<file path="src/rtl/melody_player.sv">
// melody_player: plays a fixed 16-entry do/re/mi song with pause, stop, loop and volume control
// Ports:
//   clk, rst              clock and synchronous active-high reset
//   play, stop            single-cycle pulses: start/pause/resume, abort to idle
//   loop_en               level: wrap to entry 0 after entry 15
//   vol_up, vol_dn        single-cycle pulses adjusting the 3-bit volume level
//   do_o, re_o, mi_o      registered one-hot note select, all zero for silence
//   high_vol, low_vol     registered square-wave amplitude pair
//   busy, done, note_idx  playback status
module melody_player #(
    parameter int unsigned BEAT_CYCLES = 25000000,
    parameter int unsigned GAP_CYCLES  = 2500000
) (
    input  logic        clk,
    input  logic        rst,
    input  logic        play,
    input  logic        stop,
    input  logic        loop_en,
    input  logic        vol_up,
    input  logic        vol_dn,
    output logic        do_o,
    output logic        re_o,
    output logic        mi_o,
    output logic [15:0] high_vol,
    output logic [15:0] low_vol,
    output logic        busy,
    output logic        done,
    output logic [3:0]  note_idx
);
    typedef enum logic [2:0] {S_IDLE, S_NOTE, S_GAP, S_PAUSE, S_DONE} state_t;

    // entry = {note code, beats}; codes 0 rest, 1 do, 2 re, 3 mi
    function automatic logic [4:0] rom(input logic [3:0] i);
        case (i)
            4'd0:    rom = {2'd3, 3'd1};
            4'd1:    rom = {2'd2, 3'd1};
            4'd2:    rom = {2'd1, 3'd1};
            4'd3:    rom = {2'd2, 3'd1};
            4'd4:    rom = {2'd3, 3'd1};
            4'd5:    rom = {2'd3, 3'd1};
            4'd6:    rom = {2'd3, 3'd2};
            4'd7:    rom = {2'd2, 3'd1};
            4'd8:    rom = {2'd2, 3'd1};
            4'd9:    rom = {2'd2, 3'd2};
            4'd10:   rom = {2'd3, 3'd1};
            4'd11:   rom = {2'd3, 3'd1};
            4'd12:   rom = {2'd3, 3'd2};
            4'd13:   rom = {2'd0, 3'd1};
            4'd14:   rom = {2'd1, 3'd1};
            default: rom = {2'd1, 3'd4};
        endcase
    endfunction

    function automatic logic [31:0] dur(input logic [3:0] i);
        logic [4:0] e;
        e = rom(i);
        dur = 32'(e[2:0]) * 32'(BEAT_CYCLES);
    endfunction

    state_t      r_state, r_saved;
    logic [31:0] r_cnt;
    logic [2:0]  r_lvl;

    state_t      w_run_s, w_ns, w_nsv;
    logic [31:0] w_run_c, w_nc;
    logic [3:0]  w_run_i, w_ni;
    logic [4:0]  w_ent;
    logic [1:0]  w_code;
    logic [2:0]  w_lvl;
    logic [15:0] w_hv;
    logic        w_last;

    // w_run_* is where an unpaused NOTE/GAP cycle would lead; a pause
    // captures that target so the cycle taking the pause still counts
    always_comb begin
        w_last  = r_cnt <= 32'd1;
        w_run_s = r_state;
        w_run_c = r_cnt - 32'd1;
        w_run_i = note_idx;
        if (r_state == S_NOTE && w_last) begin
            w_run_s = S_GAP;
            w_run_c = 32'(GAP_CYCLES);
        end
        if (r_state == S_GAP && w_last) begin
            w_run_s = (note_idx != 4'd15 || loop_en) ? S_NOTE : S_DONE;
            w_run_i = (note_idx != 4'd15) ? note_idx + 4'd1 : (loop_en ? 4'd0 : note_idx);
            w_run_c = (note_idx != 4'd15 || loop_en) ? dur(w_run_i) : 32'd0;
        end
        w_ns  = r_state;
        w_nc  = r_cnt;
        w_ni  = note_idx;
        w_nsv = r_saved;
        if (stop && r_state != S_IDLE) begin
            w_ns = S_IDLE;
            w_nc = 32'd0;
            w_ni = 4'd0;
        end else begin
            case (r_state)
                S_IDLE: if (play) begin
                    w_ns = S_NOTE;
                    w_nc = dur(4'd0);
                    w_ni = 4'd0;
                end
                S_NOTE, S_GAP: begin
                    w_ns  = play ? S_PAUSE : w_run_s;
                    w_nsv = play ? w_run_s : r_saved;
                    w_nc  = w_run_c;
                    w_ni  = w_run_i;
                end
                S_PAUSE: w_ns = play ? r_saved : S_PAUSE;
                default: begin
                    w_ns = S_IDLE;
                    w_ni = 4'd0;
                end
            endcase
        end
        w_ent  = rom(w_ni);
        w_code = w_ent[4:3];
        w_lvl  = (vol_up && !vol_dn && r_lvl != 3'd7) ? r_lvl + 3'd1 :
                 (vol_dn && !vol_up && r_lvl != 3'd0) ? r_lvl - 3'd1 : r_lvl;
        w_hv   = {1'b0, r_lvl, 12'h000};
    end

    always_ff @(posedge clk) begin
        if (rst) begin
            r_state  <= S_IDLE;
            r_saved  <= S_IDLE;
            r_cnt    <= 32'd0;
            note_idx <= 4'd0;
            do_o     <= 1'b0;
            re_o     <= 1'b0;
            mi_o     <= 1'b0;
            busy     <= 1'b0;
            done     <= 1'b0;
            r_lvl    <= 3'd3;
            high_vol <= 16'h3000;
            low_vol  <= 16'hD000;
        end else begin
            r_state  <= w_ns;
            r_saved  <= w_nsv;
            r_cnt    <= w_nc;
            note_idx <= w_ni;
            do_o     <= w_ns == S_NOTE && w_code == 2'd1;
            re_o     <= w_ns == S_NOTE && w_code == 2'd2;
            mi_o     <= w_ns == S_NOTE && w_code == 2'd3;
            busy     <= w_ns == S_NOTE || w_ns == S_GAP || w_ns == S_PAUSE;
            done     <= w_ns == S_DONE;
            r_lvl    <= w_lvl;
            high_vol <= w_hv;
            low_vol  <= -w_hv;
        end
    end
endmodule
</file>
<file path="config.mk">
export PLATFORM = sky130hd
export DESIGN_NAME = melody_player
export DESIGN_NICKNAME = d
export VERILOG_FILES = /design/src/rtl/melody_player.sv
export SDC_FILE = /design/constraint.sdc
export NUM_CORES = 1
export LEC_CHECK = 0
export BUFFER_PORTS_ARGS = -buffer_cell sky130_fd_sc_hd__buf_2
export CAP_MARGIN = 10
export CORE_ASPECT_RATIO = 1.2
export CORE_MARGIN = 1
export CORE_UTILIZATION = 35
export DETAILED_ROUTE_END_ITERATION = 16
export SLEW_MARGIN = 5
export SYNTH_ARGS = -nofsm -noshare
export SYNTH_HDL_FRONTEND = slang
export SYNTH_SLANG_ARGS = --single-unit
</file>
<file path="constraint.sdc">
create_clock -name clk -period 5.7 [get_ports clk]
set_clock_uncertainty 0.15 [all_clocks]
set_input_delay 1.14 -clock clk [delete_from_list [all_inputs] [get_ports clk]]
set_output_delay 1.14 -clock clk [all_outputs]
set_load 0.02 [all_outputs]
</file>
==> results.yml, run 1 <==
run_status:
  status: "finished, final reports clean"
yosys:
  avgSynthCellArea_um2: 7.62
  netlist_instances: 554
  synth_area_leaders: "dfxtp_1 (27%), ha_1 (5.3%), a21oi_1 (5.1%), buf_4 (4.6%), nor2_1 (4.4%)"
  async_reset_ff_frac: 0
  synth_top_area_frac: 0.266
  yosysMostFrequentCell: "dfxtp_1"
  ys.flop_type: "dfxtp_1"
  ys_types: 69
  synth_edf_count: 0
  ys_top_cells_by_count: "dfxtp_1 (56), nor2_1 (50), a21oi_1 (43), nand2_1 (41), o21ai_0 (36)"
  ys_ff_latch: 56
  ys_seq_area_frac: 0.266
  yosys_warnings: 0
  synth_area_mm2: 0.00422
  synth_top_area_cell: "dfxtp_1"
global_routing:
  grt_pass1_wl_um: 17600
  grt_max_degree: 29
  grt-ovfl-total: 0
  grtUsageTotal: 0.178
  antenna_found_initial: 0
  grt_pass1_vias: 3629
pwr:
  leakagePower_nw: 1.76
  ir_drop_mv: 0.128
  powerDensity_mw_per_mm2: 265
placement:
  gp_congestion: 0.886
  hpwl_um: 7840
  dp_slack_ns: 0.440
  io_buffers: 22
die:
  dieArea_mm2: 0.0125
  start_util: 0.362
  core-area_mm2: 0.0117
  std_cell_rows: 43
  num_io_pins: 48
  die_x_um: 102
  die_h_um: 122
drt:
  vias: 4023
  first_iter_violations: 273
  viasPerCell: 5.63
  ant_nets: 0
  drc: 0
  dr.pass1.iters: 5
  wl_um: 10800
  wl_per_cell_um: 15.1
clocking:
  post_cts_resize_count: 0
  root_buffer: "clkbuf_16"
  post_cts_buffers: 0
  holdBufCountCts: 0
  htree_levels: 2
  numClockSinks: 56
  clock_latency_ns: 0.30
  cts_tree: "built"
  cts_buffers: 5
  clkTransAtPathRegs_ns: 0.07
  clockBufferDepth: 2
critical_path:
  start_kind: "input port"
  worst-path-max-fanout: 8
  cp-startpoint: "loop_en"
  reg2reg_slack_ns: 0.85
  worstSetupPathType: "in2reg"
  timing.rr.end: "r_cnt[19]"
  endpoint: "r_cnt[19]"
  required_ns: 5.77
  end_kind: "register"
  reg2reg_depth: 16
  arrival_ns: 5.07
  r2r-start: "note_idx[1]"
finish:
  nets: 585
  multi_input_area_mm2: 0.00278
  seq_area_mm2: 0.00112
  syn_to_final_growth_pct: 6.70
  fillCellCount: 1242
  antenna_cells: 0
  drive_above_1_share: 0.0987
timing:
  min_period_over_period: 0.878
  fin_crit_ns: 5.00
  fmax_mhz: 200
  hold_violations: 0
  worst_pin_slew_ns: 1.03
  drv_slew: 0
  rsz0062_at_grt: "no"
  finalSetupTns_ns: 0
  fin_ws_ns: 0.697
  max_slew_margin: 0.309
  setup_viol: 0
hold_path:
  hp-class: "reg2reg"
run:
  max_cap_viol_count: 0
[cells by family after synthesis]
| logic type | after synthesis | synth area share |
|---|---|---|
| XOR/XNOR | 17 | 0.0353 |
| other | 1 | 0.000888 |
| buffers and inverters | 79 | 0.0972 |
| flip-flops | 56 | 0.266 |
| adder cells (fa/ha/maj) | 22 | 0.0723 |
| AO/OA/AOI/OAI | 160 | 0.247 |
| AND/OR/NAND/NOR | 211 | 0.263 |
| multiplexers | 8 | 0.0196 |
[per-layer routing]
layer / vias to the layer above / GRT usage / share of wire
li1: 1969 / - / -
met1: 1881 / 0.222 / 0.44
met2: 153 / 0.297 / 0.48
met3: 20 / 0.0330 / 0.055
met4: 0 / 0.0786 / 0.027
met5: - / 0 / 0
[cell usage in the layout (no fill, tap or decap), types with 8 or more instances in the layout]
cell and count:
a21oi_1 43, a31oi_1 14, buf_2 22, conb_1 25
dfxtp_1 56, ha_1 18, inv_1 22, nand2_1 41
nand2b_1 10, nand3_1 16, nor2_1 50, nor2b_1 11
nor3_1 26, nor4_1 14, o21a_1 10, o21ai_0 36
xnor2_1 8, xor2_1 9
[worst max-delay path, stage by stage]
cell and delay [ns]:
buf_2 0.13, nor2b_1 0.12, o31ai_1 0.09, and2_1 0.24
or4_1 0.69, fa_1 0.65, ha_1 0.36, inv_1 0.09
fa_1 0.48, o21bai_1 0.23, a21oi_1 0.13, nor2_1 0.12
o21a_1 0.13, xor2_1 0.15, nand2_1 0.07, a311oi_1 0.24
[where the power goes]
part	internal (mW)	leakage [nW]	switching [mW]
sequential	0.425	0.458	0.0391
clock	0.209	0.0840	0.155
combinational	0.124	1.22	0.241
total	0.759	1.76	0.435
[final cells by class]
type	count	area share
flip-flops and latches	56	0.249
well taps	157	0.0436
clock buffers	5	0.0278
inverters	23	0.0192
multi-input cells	443	0.617
clock inverters	3	0.0106
repair buffers	27	0.0328
[per-stage QoR]
step / area, um2 / utilization / power, mW / instances / hold WS [ns]
finish: 4500 / 0.386 / 1.19 / 714 / 0.321
global route: 4500 / 0.386 / 1.26 / 714 / 0.346
CTS: 4500 / 0.386 / 1.20 / 714 / 0.331
detailed placement: 4330 / 0.371 / 0.835 / 706 / 0.320
global placement: 4330 / 0.371 / 0.829 / 706 / 0.308
floorplan: 4310 / - / 0.778 / 578 / 0.282
[registers in the layout (all words and copies together), names as in the netlist]
name      count
r_lvl         3
mi_o          1
done          1
r_saved       3
note_idx      4
busy          1
do_o          1
low_vol       3
re_o          1
r_cnt        32
high_vol      3
r_state       3
[worst min-delay path by stage]
stage / from / end / slack (ns) / cells past startpoint
floorplan: r_saved[1] / r_saved[1] / 0.28 / 2
finish: r_saved[1] / r_saved[1] / 0.32 / 2
global route: r_cnt[31] / r_cnt[31] / 0.35 / 1
global placement: r_saved[1] / r_saved[1] / 0.31 / 2
detailed placement: r_cnt[6] / r_cnt[6] / 0.32 / 2
CTS: r_cnt[6] / r_cnt[6] / 0.33 / 2
(Power assumes the default switching activity.)
==> run 2: changes to the inputs <==
--- a/config.mk
+++ b/config.mk
@@ -5,7 +5,7 @@
 export SDC_FILE = /design/constraint.sdc
 export NUM_CORES = 1
 export LEC_CHECK = 0
-export BUFFER_PORTS_ARGS = -buffer_cell sky130_fd_sc_hd__buf_2
+export BUFFER_PORTS_ARGS = -buffer_cell sky130_fd_sc_hd__buf_4
 export CAP_MARGIN = 10
 export CORE_ASPECT_RATIO = 1.2
 export CORE_MARGIN = 1
==> run 2 against run 1 <==
Against the previous run:
- core utilization grew 0.49 points
- highest routed layer unchanged
- maximum frequency grew 1.2%
- critical path depth is the same
==> results.yml, run 2 (synthesis results as in run 1) <==
placement:
  dpl_cell_area_mm2: 0.00439
  io_buffers: 22
  dp.cells: 707
  gp_congestion: 0.893
  hpwl_um: 7820
global_routing:
  grtUsageTotal: 0.181
  grt-ovfl-total: 0
  grt_pass1_wl_um: 18100
  antenna_found_initial: 0
  grt_max_degree: 29
  grt_pass1_vias: 3633
finish:
  final_cell_mix: "dfxtp_1 (56), nor2_1 (50), a21oi_1 (43)"
  final_core_util: 0.391
  largest_register_ffs: 32
  drive_above_1_share: 0.100
  nets: 586
  layout_commonest_cell: "dfxtp_1"
  instances_no_fill: 715
  syn_to_final_growth_pct: 8.06
  fillCellCount: 1204
  reg_top3: "r_cnt (32), note_idx (4)"
  multi_input_area_mm2: 0.00278
  seq_area_mm2: 0.00112
  fin_area_mm2: 0.00456
  antenna_cells: 0
  top_register: "r_cnt"
die:
  start_util: 0.362
  die_h_um: 122
  dieArea_mm2: 0.0125
  core-area_mm2: 0.0117
  num_io_pins: 48
  die_x_um: 102
  std_cell_rows: 43
hold_path:
  hp-class: "reg2reg"
  hold_depth: 2
clocking:
  root_buffer: "clkbuf_16"
  post_cts_buffers: 0
  post_cts_resize_count: 0
  cts_tree: "built"
  holdBufCountCts: 0
  cts_buffers: 5
  numClockSinks: 56
  clkTransAtPathRegs_ns: 0.08
  htree_levels: 2
  clock_latency_ns: 0.29
  clockBufferDepth: 2
drt:
  ant_nets: 0
  vias: 4004
  wl_um: 10900
  first_iter_violations: 269
  viasPerCell: 5.60
  wl_per_cell_um: 15.3
  dr.pass1.iters: 5
  drc: 0
critical_path:
  arrival_ns: 5.00
  start_kind: "input port"
  worst-path-max-fanout: 8
  worstSetupPathType: "in2reg"
  required_ns: 5.76
  reg2reg_depth: 16
  end_kind: "register"
run:
  max_cap_viol_count: 0
timing:
  rsz0062_at_grt: "no"
  max_slew_margin: 0.374
  min_period_over_period: 0.868
  setup_viol: 0
  fin_crit_ns: 4.95
  worst_pin_slew_ns: 0.931
  drv_slew: 0
  hold_violations: 0
  fmax_mhz: 202
  finalSetupTns_ns: 0
pwr:
  ir_drop_mv: 0.163
  powerDensity_mw_per_mm2: 261
  leakagePower_nw: 1.78
  total_power_mw: 1.19
run_status:
  status: "finished, final reports clean"
[run 2: cell types whose count changed in the layout (fill, tap and decap cells not counted)]
cell        change
clkinv_4        -2
clkinv_2        +1
buf_4          +23
buf_2          -22
clkinvlp_4      +1
[run 2: area by class of cell]
cell class,instances,share of cell area
flip-flops and latches,56,0.246
well taps,157,0.0431
clock buffers,5,0.0274
repair buffers,28,0.0461
multi-input cells,443,0.609
clock inverters,3,0.00933
inverters,23,0.0189
[run 2: path summary, 6_finish.rpt]
path	startpoint	end	slack [ns]
worst max-delay path	loop_en	r_cnt[19]	0.75
worst min-delay path	r_saved[1]	r_saved[1]	0.32
worst max register to register	note_idx[1]	r_cnt[19]	0.92
worst min register to register	r_saved[1]	r_saved[1]	0.32
[run 2: worst max-delay path: stages]
cell and delay (ns):
buf_4 0.13, nor2b_1 0.11, o31ai_1 0.09, and2_1 0.24, or4_1 0.69, fa_1 0.64
ha_1 0.34, inv_1 0.10, fa_1 0.48, o21bai_1 0.21, a21oi_1 0.13, nor2_1 0.12
o21a_1 0.13, xor2_1 0.14, nand2_1 0.07, a311oi_1 0.26
[run 2: power by group]
part / switching, mW / leakage, nW / internal [mW] / total, mW
Combinational: 0.244 / 1.24 / 0.129 / 0.373
Clock: 0.148 / 0.0798 / 0.207 / 0.355
Sequential: 0.0395 / 0.458 / 0.425 / 0.465
[run 2: stage by stage]
stage	hold WS (ns)	setup WS [ns]
2_1_floorplan	0.282	0.765
3_3_place_gp	0.305	0.554
3_5_place_dp	0.310	0.496
4_1_cts	0.320	0.799
5_1_grt	0.354	0.528
6_report	0.317	0.754
[run 2: routing by layer]
metal,track usage,up-vias,wire length (um)
li1,-,1964,-
met1,0.230,1881,4780
met2,0.307,134,5270
met3,0.0268,25,529
met4,0.0723,0,331
met5,0,-,0
